$ cat config.mk
export PLATFORM = sky130hd
export DESIGN_NAME = sdram_request_scheduler
export DESIGN_NICKNAME = d
export VERILOG_FILES = /design/src/rtl/sdram_request_scheduler.sv
export SDC_FILE = /design/constraint.sdc
export NUM_CORES = 1
export LEC_CHECK = 0
export CORE_ASPECT_RATIO = 1.4
export CORE_MARGIN = 4
export CORE_UTILIZATION = 40
export DETAILED_ROUTE_END_ITERATION = 10
export PLACE_DENSITY = 0.59
export SLEW_MARGIN = 20
export SYNTH_ARGS = -nofsm -noshare
export SYNTH_HDL_FRONTEND = slang
export SYNTH_SLANG_ARGS = --single-unit
$ cat constraint.sdc
create_clock -name clk -period 3.6 [get_ports clk]
set_input_delay 0.72 -clock clk [delete_from_list [all_inputs] [get_ports clk]]
set_output_delay 0.72 -clock clk [all_outputs]
set_load 0.05 [all_outputs]
$ cat src/rtl/sdram_request_scheduler.sv
// Request FIFO, address decode and auto-refresh scheduling in front of the W9825G6KH SDRAM controller.
// Optional macro SDRAM_REFRESH_POSTPONE_EN lets refresh yield to queued traffic until it becomes urgent.
//
// state | meaning
// IDLE  | no command presented; choose refresh or next queued request
// REQ   | host read/write presented, waiting for cmd_ready
// REF   | auto-refresh presented, waiting for cmd_ready
module sdram_request_scheduler #(
    parameter int DEPTH            = 4,
    parameter int REFRESH_INTERVAL = 1250,
    parameter int REFRESH_URGENT   = 4,
    parameter int REFRESH_MAX      = 8
) (
    input  logic        clk,
    input  logic        rst_n,
    input  logic        ctrl_ready,
    input  logic        req_valid,
    output logic        req_ready,
    input  logic        req_we,
    input  logic [23:0] req_addr,
    input  logic [15:0] req_wdata,
    output logic        cmd_valid,
    input  logic        cmd_ready,
    output logic [1:0]  cmd_op,
    output logic [1:0]  cmd_ba,
    output logic [12:0] cmd_row,
    output logic [8:0]  cmd_col,
    output logic [15:0] cmd_wdata,
    output logic        refresh_overrun
);
    localparam int AW = $clog2(DEPTH);
    localparam int TW = $clog2(REFRESH_INTERVAL);
    localparam logic [TW-1:0] TIMER_RELOAD = TW'(REFRESH_INTERVAL - 1);
    localparam logic [3:0] PEND_MAX    = 4'(REFRESH_MAX);
    localparam logic [3:0] PEND_URGENT = 4'(REFRESH_URGENT);

    typedef enum logic [1:0] {IDLE, REQ, REF} state_t;

    // entry layout: [40] we, [39:16] word address, [15:0] write data
    logic [40:0]   fifo_mem [DEPTH];
    logic [AW-1:0] wr_ptr, rd_ptr;
    logic [AW:0]   count;
    logic [TW-1:0] timer;
    logic [3:0]    pending;
    state_t        state;

    logic        push, pop, ref_done, tick, fifo_empty, ref_cond;
    logic [40:0] head;

    assign req_ready  = (count != (AW+1)'(DEPTH));
    assign fifo_empty = (count == '0);
    assign push       = req_valid && req_ready;
    assign pop        = (state == REQ) && cmd_ready;
    assign ref_done   = (state == REF) && cmd_ready;
    assign tick       = ctrl_ready && (timer == '0);
    assign head       = fifo_mem[rd_ptr];

`ifdef SDRAM_REFRESH_POSTPONE_EN
    assign ref_cond = (pending >= PEND_URGENT) || ((pending != '0) && fifo_empty);
`else
    // urgent is always at least one pending, so this reduces to "any refresh owed"
    assign ref_cond = (pending != '0) || (pending >= PEND_URGENT);
`endif

    always_ff @(posedge clk) begin
        if (push) fifo_mem[wr_ptr] <= {req_we, req_addr, req_wdata};
    end

    always_ff @(posedge clk or negedge rst_n) begin
        if (!rst_n) begin
            wr_ptr <= '0;
            rd_ptr <= '0;
            count  <= '0;
        end else begin
            if (push) wr_ptr <= wr_ptr + 1'b1;
            if (pop)  rd_ptr <= rd_ptr + 1'b1;
            case ({push, pop})
                2'b10:   count <= count + 1'b1;
                2'b01:   count <= count - 1'b1;
                default: count <= count;
            endcase
        end
    end

    always_ff @(posedge clk or negedge rst_n) begin
        if (!rst_n) begin
            timer           <= TIMER_RELOAD;
            pending         <= '0;
            refresh_overrun <= 1'b0;
        end else if (!ctrl_ready) begin
            timer   <= TIMER_RELOAD;
            pending <= '0;
        end else begin
            timer <= tick ? TIMER_RELOAD : timer - 1'b1;
            case ({tick, ref_done})
                2'b10: begin
                    if (pending == PEND_MAX) refresh_overrun <= 1'b1;
                    else                     pending <= pending + 1'b1;
                end
                2'b01:   if (pending != '0) pending <= pending - 1'b1;
                default: pending <= pending;
            endcase
        end
    end

    always_ff @(posedge clk or negedge rst_n) begin
        if (!rst_n) begin
            state     <= IDLE;
            cmd_valid <= 1'b0;
            cmd_op    <= 2'b00;
            cmd_ba    <= '0;
            cmd_row   <= '0;
            cmd_col   <= '0;
            cmd_wdata <= '0;
        end else begin
            case (state)
                IDLE: begin
                    if (ctrl_ready && ref_cond) begin
                        state     <= REF;
                        cmd_valid <= 1'b1;
                        cmd_op    <= 2'b10;
                        cmd_ba    <= '0;
                        cmd_row   <= '0;
                        cmd_col   <= '0;
                        cmd_wdata <= '0;
                    end else if (ctrl_ready && !fifo_empty) begin
                        state     <= REQ;
                        cmd_valid <= 1'b1;
                        cmd_op    <= {1'b0, head[40]};
                        cmd_ba    <= head[39:38];
                        cmd_row   <= head[37:25];
                        cmd_col   <= head[24:16];
                        cmd_wdata <= head[15:0];
                    end
                end
                REQ, REF: begin
                    // losing ctrl_ready means the controller re-initialises; the
                    // request stays queued and is presented again afterwards
                    if (cmd_ready || !ctrl_ready) begin
                        state     <= IDLE;
                        cmd_valid <= 1'b0;
                    end
                end
                default: begin
                    state     <= IDLE;
                    cmd_valid <= 1'b0;
                end
            endcase
        end
    end
endmodule

==> impl_metrics.tcl <==
set metrics [dict create \
    layout.nets 696 \
    crit_arrival_ps 2070 \
    coreArea_sq_um 22100 \
    p_total_w 0.00939 \
    crit_fanout 6 \
    hpwlAfterDp_microns 10700 \
    grt_use_total_pct 14.6 \
    whs_ps 375 \
    ys_async_sr_fraction_pct 29.3 \
    powerDensity_nw_per_um2 847 \
    peakVddDrop_uv 380 \
    period_share_pct 77.6 \
    portBuffers 90 \
    ys.flop_type "edfxtp_1" \
    ioPinCount 91 \
    fp.dieH_microns 186 \
    maxSlewViolCount 0 \
    holdCritPathClass "input port to async pin" \
    cts_root_buf "clkbuf_16" \
    synth_cell_types 44 \
    cts_setup_buffers 0 \
    cp_data_required_time_ps 2880 \
    dr.first_iter.drc_count 262 \
    wl_microns 17900 \
    synth_area_sq_um 9060 \
    grt_pass1_vias 5070 \
    ant_nets 0 \
    clk_path_buf_depth 3 \
    cts-resized-gates 0 \
    drive_above_1_share_pct 15.8 \
    htreeDepth 1 \
    synth-xor-area-share_pct 1.45 \
    cts_tree "built" \
    seq_area_sq_um 6640 \
    worst-path-buf-inv 2 \
    period_needed_ps 2790 \
    gr-usage-met2_pct 26.2 \
    multiInputGateArea_sq_um 2270 \
    gp_congestion 0.744 \
    antenna_found_initial 0 \
    area_delta_synth_final_pct 22.2 \
    die_w_microns 135 \
    cts-hold-fix-buffers 0 \
    initial_core_util_pct 41.0 \
    synth_cells 538 \
    grt_overflow 0 \
    wire_per_inst_microns 18.8 \
    synth_simple_gate_area_share_pct 7.07 \
    end_kind "output port" \
    synth_edf_count 164 \
    slowest_stage "clkdlybuf4s50_1" \
    synth_adder_area_share_pct 1.88 \
    use_met1_pct 17.8 \
    dpl_worst_slack_ps 602 \
    final_common_cell "edfxtp_1" \
    worst_slew_pin_slew_ps 956 \
    drc_errors 0 \
    slowest_delay_ps 850 \
    critPathKind "flop to output port" \
    rsz0062_at_grt "no" \
    insertion_delay_ps 500 \
    crit_family "buffers and inverters" \
    ys.warnings.count 0 \
    met3_usage_pct 2.97 \
    timing.setup.tns_ps 0 \
    synth_seq_cells 232 \
    grt_first_pass_wirelength_microns 28100 \
    clkTransAtPathRegs_ps 60 \
    fin_util_pct 50.1 \
    slew_headroom_pct 36.2 \
    num_vias 4679 \
    synth_compound_area_share_pct 3.82 \
    setup_slack_ps 807 \
    status "complete, no violations" \
    syn_nets 597 \
    start_kind "flop" \
    seq_area_frac_synth_pct 73.2 \
    leakagePower_nw 4.07 \
    grt_max_degree 69 \
    cts_buffers 23 \
    cap_violations 0 \
    finalSetupViolCount 0 \
    num-fill-cells 1880 \
    synth_area_per_cell_sq_um 16.8 \
    dieArea_sq_um 25200 \
    viasPerCell 4.93 \
    diodes 0 \
    synth_top_family_by_area "multiplexers" \
    clock-sinks 232 \
    fin_skew_ps 7.74 \
    fmax_ghz 0.358 \
    grt-busiest-layer "met2" \
    final_cell_mix "164 x edfxtp_1, 94 x nand2_1, 89 x clkdlybuf4s50_1" \
    hold_viol 0 \
    path_cells "inv_1 -> nand3_1 -> clkdlybuf4s50_1" \
    synth_mux_area_share_pct 10.8 \
    rows 64 \
    drt_first_pass_iters 4 \
]
-- logic make-up (layout without fill, tap and decap cells) --
family                   after synthesis  count (layout)
AO/OA/AOI/OAI                         61              61
flip-flops                           232             232
adder cells (fa/ha/maj)               13              13
multiplexers                          45              45
XOR/XNOR                              15              15
buffers and inverters                 35             149
AND/OR/NAND/NOR                      137             137
-- stage by stage --
stage | instance area, sq um | cells
2_1_floorplan | 9060 | 538
3_3_place_gp | 10300 | 909
3_5_place_dp | 10300 | 909
4_1_cts | 11100 | 949
5_1_grt | 11100 | 949
6_report | 11100 | 949
-- power by group --
part / switching (W) / total, W / internal, W
logic: 0.00172 / 0.00293 / 0.00121
registers: 0.000477 / 0.00404 / 0.00356
clock network: 0.000952 / 0.00241 / 0.00146
-- worst paths after layout --
check	endpoint	start	depth (start not counted)	slack [ps]
worst max-delay path	req_ready	count[0]	3	810
worst min-delay path	pending[1]	rst_n	1	380
worst max register to register	cmd_wdata[9]	pending[1]	5	850
worst min register to register	timer[0]	timer[0]	1	460
max in group asynchronous	rd_ptr[0]	rst_n	1	2510
min in group clk	timer[0]	timer[0]	1	460
-- Yosys cell counts, types with 2 or more instances --
| master | n | area (sq um) |
|---|---|---|
| a21oi_1 | 2 | 10.0 |
| and3_1 | 4 | 25.0 |
| mux2i_1 | 2 | 20.0 |
| a31oi_1 | 3 | 18.8 |
| xnor2_1 | 7 | 61.3 |
| nor4_4 | 2 | 42.5 |
| clkbuf_1 | 10 | 37.5 |
| o21ai_0 | 47 | 235 |
| xor2_1 | 8 | 70.1 |
| buf_2 | 4 | 20.0 |
| or3_1 | 3 | 18.8 |
| inv_1 | 11 | 41.3 |
| edfxtp_1 | 164 | 4920 |
| and2_1 | 5 | 31.3 |
| nand2b_1 | 3 | 18.8 |
| nor2_1 | 9 | 33.8 |
| nor2b_1 | 4 | 25.0 |
| nand2_1 | 95 | 357 |
| dfstp_2 | 5 | 131 |
| clkbuf_2 | 3 | 15.0 |
| nand3_1 | 5 | 25.0 |
| mux4_2 | 41 | 923 |
| buf_4 | 5 | 37.5 |
| a22o_1 | 3 | 26.3 |
| dfrtp_1 | 63 | 1580 |
| ha_1 | 12 | 150 |
-- cell type report --
cell class	count	share of cell area, %
clock inverters	12	1.48
repair buffers	98	8.99
flip-flops and latches	232	59.9
inverters	11	0.373
well taps	297	3.35
clock buffers	28	5.36
multi-input cells	271	20.5
-- worst reg2reg max path, stage by stage (launching register included) --
cell,delay [ps]
dfrtp_1,460
or4_4,610
o41ai_2,260
or2_2,530
buf_4,540
o21ai_0,200
-- flip-flops by register name, summed over array words and instances, names as in the netlist --
register and count:
cmd_ba 2, refresh_overrun 1, cmd_wdata 16, pending 4, cmd_col 9, fifo_mem 164
cmd_op 2, cmd_row 13, state 2, timer 11, rd_ptr 2, count 3
wr_ptr 2, cmd_valid 1
-- metal layers --
metal  vias up  part of all wire [%]
li1       2207                     -
met1      2358                    39
met2        86                    54
met3        28                   4.5
met4         0                   2.3
met5         -                     0
Note: power is estimated with default switching activity, not from simulation.
==> patch 1, RTL diff (config.mk and constraints unchanged) <==
Change the parameter `REFRESH_MAX` from 8 to 7.
--- a/src/rtl/sdram_request_scheduler.sv
+++ b/src/rtl/sdram_request_scheduler.sv
@@ -9,7 +9,7 @@
     parameter int DEPTH            = 4,
     parameter int REFRESH_INTERVAL = 1250,
     parameter int REFRESH_URGENT   = 4,
-    parameter int REFRESH_MAX      = 8
+    parameter int REFRESH_MAX      = 7
 ) (
     input  logic        clk,
     input  logic        rst_n,
Function: same outputs for any inputs over 4 cycles, from zero or initial values and one cycle with rst_n low; that may be too few to reach the edited logic, so the function may still have changed.
==> patch 1 against the unedited design <==
Global-route usage is 0.32 points higher. Worst setup slack improved by 0.0042 ns. Design area barely moved. Sequential cell count unchanged. Largest cell class unchanged. Clock skew rose by 0.0023 ns. Worst hold slack worse by 0.0030 ns. Total power grew 0.20%. Area after synthesis about the same. Critical endpoint unchanged. Routed wire length up 2.1%. Via count is 2.7% higher.
==> patch 1: results <==
[place]
placed_area_um2 = 10300
detailedPlace.worstSlack_ns = 0.607
place_inst = 917
gp_congestion = 0.759
post-dp-hpwl_mm = 11.3

[logic_synthesis]
synth_common_cells = 164 x edfxtp_1, 98 x nand2_1, 63 x dfrtp_1
synth_fp_nets = 606
yosysSeqAreaShare_pct = 73.2
ys_top_cells_by_area = edfxtp_1 54%, dfrtp_1 17%, mux4_2 10%, nand2_1 4.1%, o21ai_0 2.7%

[final_layout]
clkbuf_count = 23
n_all_buffers = 99
multi_input_cells = 277
multi_input_area_share_pct = 20.3
layout.cells.non_filler = 957
nFlopsAndLatches = 232
inv_count = 12
multi_input_area_um2 = 2250
clockNetworkAreaShare_pct = 6.94
regArea_um2 = 6640
buf_share_pct = 9.05

[clock_tree]
cts_buffers = 22

[route]
m1WireLength_mm = 7.40
wl_met3_um = 667
drt_iter0_markers = 193
routed_wl_mm = 18.2
via_count = 4806

[sta]
relSlewSlack_pct = 37.2
clock_skew_ns = 0.0101
hold_ws_ns = 0.372
fin_crit_ns = 2.79

[grt]
grt_pass1_wl_mm = 29.0
grt.total_usage_pct = 14.9
use_met1_pct = 18.0

[critical_path]
max_stage_delay_ns = 0.88
r2r_start = timer[0]$_DFF_PN1_
r2r_end = pending[3]$_DFFE_PN0P_

[power]
p_leak_nw = 4.09
peakVddDrop_mv = 0.469

[outcome]
status = finished, final reports clean
patch 1: changes by cell type in the layout (fill, tap and decap cells not counted), sizes merged, moves of 2 or more:
cell,delta
a31o,+2
a31oi,-3
clkbuf,-5
clkinv,+4
nand2,+3
nor2,+2
nor3,+3
nor3b,+2
o21a,+2
or3,-2
patch 1: cell families (layout without fill, tap and decap cells):
group	count (synthesis)	after routing	share of synthesized area (%)
AO/OA/AOI/OAI	65	65	4.21
XOR/XNOR	15	15	1.45
adder cells (fa/ha/maj)	13	13	1.88
buffers and inverters	38	151	2.03
flip-flops	232	232	73.2
multiplexers	43	43	10.4
AND/OR/NAND/NOR	141	141	6.85
patch 1: power by group:
group	switching [mW]	total, mW	internal [mW]
Clock	0.954	2.41	1.45
Sequential	0.528	4.09	3.56
Combinational	1.69	2.90	1.22
==> patch 2, RTL diff (same flow settings) <==
Without the edit above. Reset style: synchronous (`rst_n`), changed in 3 clocked blocks.
--- a/src/rtl/sdram_request_scheduler.sv
+++ b/src/rtl/sdram_request_scheduler.sv
@@ -66,7 +66,7 @@
         if (push) fifo_mem[wr_ptr] <= {req_we, req_addr, req_wdata};
     end
 
-    always_ff @(posedge clk or negedge rst_n) begin
+    always_ff @(posedge clk) begin
         if (!rst_n) begin
             wr_ptr <= '0;
             rd_ptr <= '0;
@@ -82,7 +82,7 @@
         end
     end
 
-    always_ff @(posedge clk or negedge rst_n) begin
+    always_ff @(posedge clk) begin
         if (!rst_n) begin
             timer           <= TIMER_RELOAD;
             pending         <= '0;
@@ -103,7 +103,7 @@
         end
     end
 
-    always_ff @(posedge clk or negedge rst_n) begin
+    always_ff @(posedge clk) begin
         if (!rst_n) begin
             state     <= IDLE;
             cmd_valid <= 1'b0;
Function: differs if rst_n is asserted again (counterexample within 4 cycles, from zero or initial values and one cycle with rst_n low); with rst_n held inactive, the same outputs for 4 cycles.
==> patch 2 against the unedited design <==
Sequential cell count rose by 2. Worst setup slack got worse by 0.059 ns. Design area fell by 2.2%. Routed wire length fell by 2.0%. Area after synthesis fell by 2.1%. Critical endpoint unchanged. Critical path depth fell by 1. Via count fell by 1.8%.
Power is not compared: it rests on default switching activity, and its combinational part moved more than twofold at a synthesized area within 25%.
==> patch 2: results <==
[logic_synthesis]
yosysUniqueCellTypes = 51
ys.flop_type = edfxtp_1
ys_top_cells_by_area = edfxtp_1 56%, dfxtp_1 16%, mux4_2 10%, a22o_2 3.8%, ha_1 2.0%
ys_warn_count = 0
synth_fp_nets = 547
yosysSeqAreaShare_pct = 71.3
ys_async_sr_fraction_pct = 0
synth_common_cells = 164 x edfxtp_1, 70 x dfxtp_1, 41 x mux4_2

[clock_tree]
clock_latency_ns = 0.49
cts_buffers = 23
root_buffer = clkbuf_16
clock_path_buffers = 3
postCtsSetupBuffers = 0
clkTransAtPathRegs_ns = 0.06
htreeDepth = 1

[critical_path]
worst_ep_arrival_time_ns = 2.13
slowest_stage = clkdlybuf4s50_1
critPathTopFamily = buffers and inverters
path_max_fanout = 6
max_stage_delay_ns = 0.74

[power]
peakVddDrop_mv = 0.297
p_int_mw = 4.78

[sta]
clock_skew_ns = 0.0108
maxSlewViolCount = 0
tightest_slew_ns = 0.892

[route]
via_count = 4594
top_layer = met5
m1WireLength_mm = 7.06
wl_met3_um = 822
wl_met2_mm = 9.32
routed_wl_mm = 17.5
drt_pass1_iterations = 4
drt_iter0_markers = 203

[grt]
antenna_found_initial = 1
grt_max_degree = 42
grt_pass1_wl_mm = 27.1
use_met3_pct = 2.57
use_met1_pct = 17.0
grt_pass1_vias = 4914
grt.total_usage_pct = 14.1
met2_usage_pct = 25.9

[final_layout]
num_antenna_cells = 0
nNetsFinal = 647
reg_top3 = fifo_mem x164, cmd_wdata x16, cmd_row x13
layout-drive-gt1-share_pct = 22.1
n_fill_cell = 1801

[outcome]
status = finished, final reports clean

[worst_hold_path]
hold_class = register to register

[place]
gp_congestion = 0.785
post-dp-hpwl_mm = 10.4
portBuffers = 90
## patch 2: cells by family after synthesis
| logic type | synth area share [%] |
|---|---|
| adder cells (fa/ha/maj) | 2.20 |
| buffers and inverters | 2.47 |
| multiplexers | 10.6 |
| AO/OA/AOI/OAI | 6.49 |
| AND/OR/NAND/NOR | 5.11 |
| flip-flops | 71.3 |
| XOR/XNOR | 1.78 |
## patch 2: cell type report
class                   count  share of cell area [%]
multi-input cells         217                    21.5
clock inverters             7                   0.797
repair buffers             98                    9.33
clock buffers              34                    6.06
well taps                 297                    3.43
inverters                  12                   0.416
flip-flops and latches    234                    58.4
## patch 2: final timing paths
path	from	end	slack (ns)	cells after the start
worst max-delay path	count[2]$_SDFFE_PN0P_	req_ready	0.75	2
worst min register to register	timer[0]$_SDFF_PP1_	timer[0]$_SDFF_PP1_	0.41	1
worst max register to register	count[2]$_SDFFE_PN0P_	count[2]$_SDFFE_PN0P_	0.99	9
worst min-delay path	timer[0]$_SDFF_PP1_	timer[0]$_SDFF_PP1_	0.41	1
## patch 2: per-stage QoR
stage,util (%),cell area (µm²),hold WS [ns],instances,setup WS (ns)
after floorplan,-,8870,0.384,486,0.912
after global placement,46.2,10100,0.399,858,0.746
after detailed placement,46.2,10100,0.400,858,0.623
after CTS,49.6,10800,0.414,899,0.729
after global routing,49.6,10800,0.435,899,0.672
final,49.6,10800,0.414,899,0.748
## patch 2: power groups by stage
stage,registers [mW],clock network [mW],logic [mW]
3_3_place_gp,3.20,0,0.757
4_1_cts,3.16,2.42,0.768
2_1_floorplan,3.36,0,0.331
6_report,3.15,2.35,0.756
5_1_grt,3.17,2.54,0.800
3_5_place_dp,3.21,0,0.764
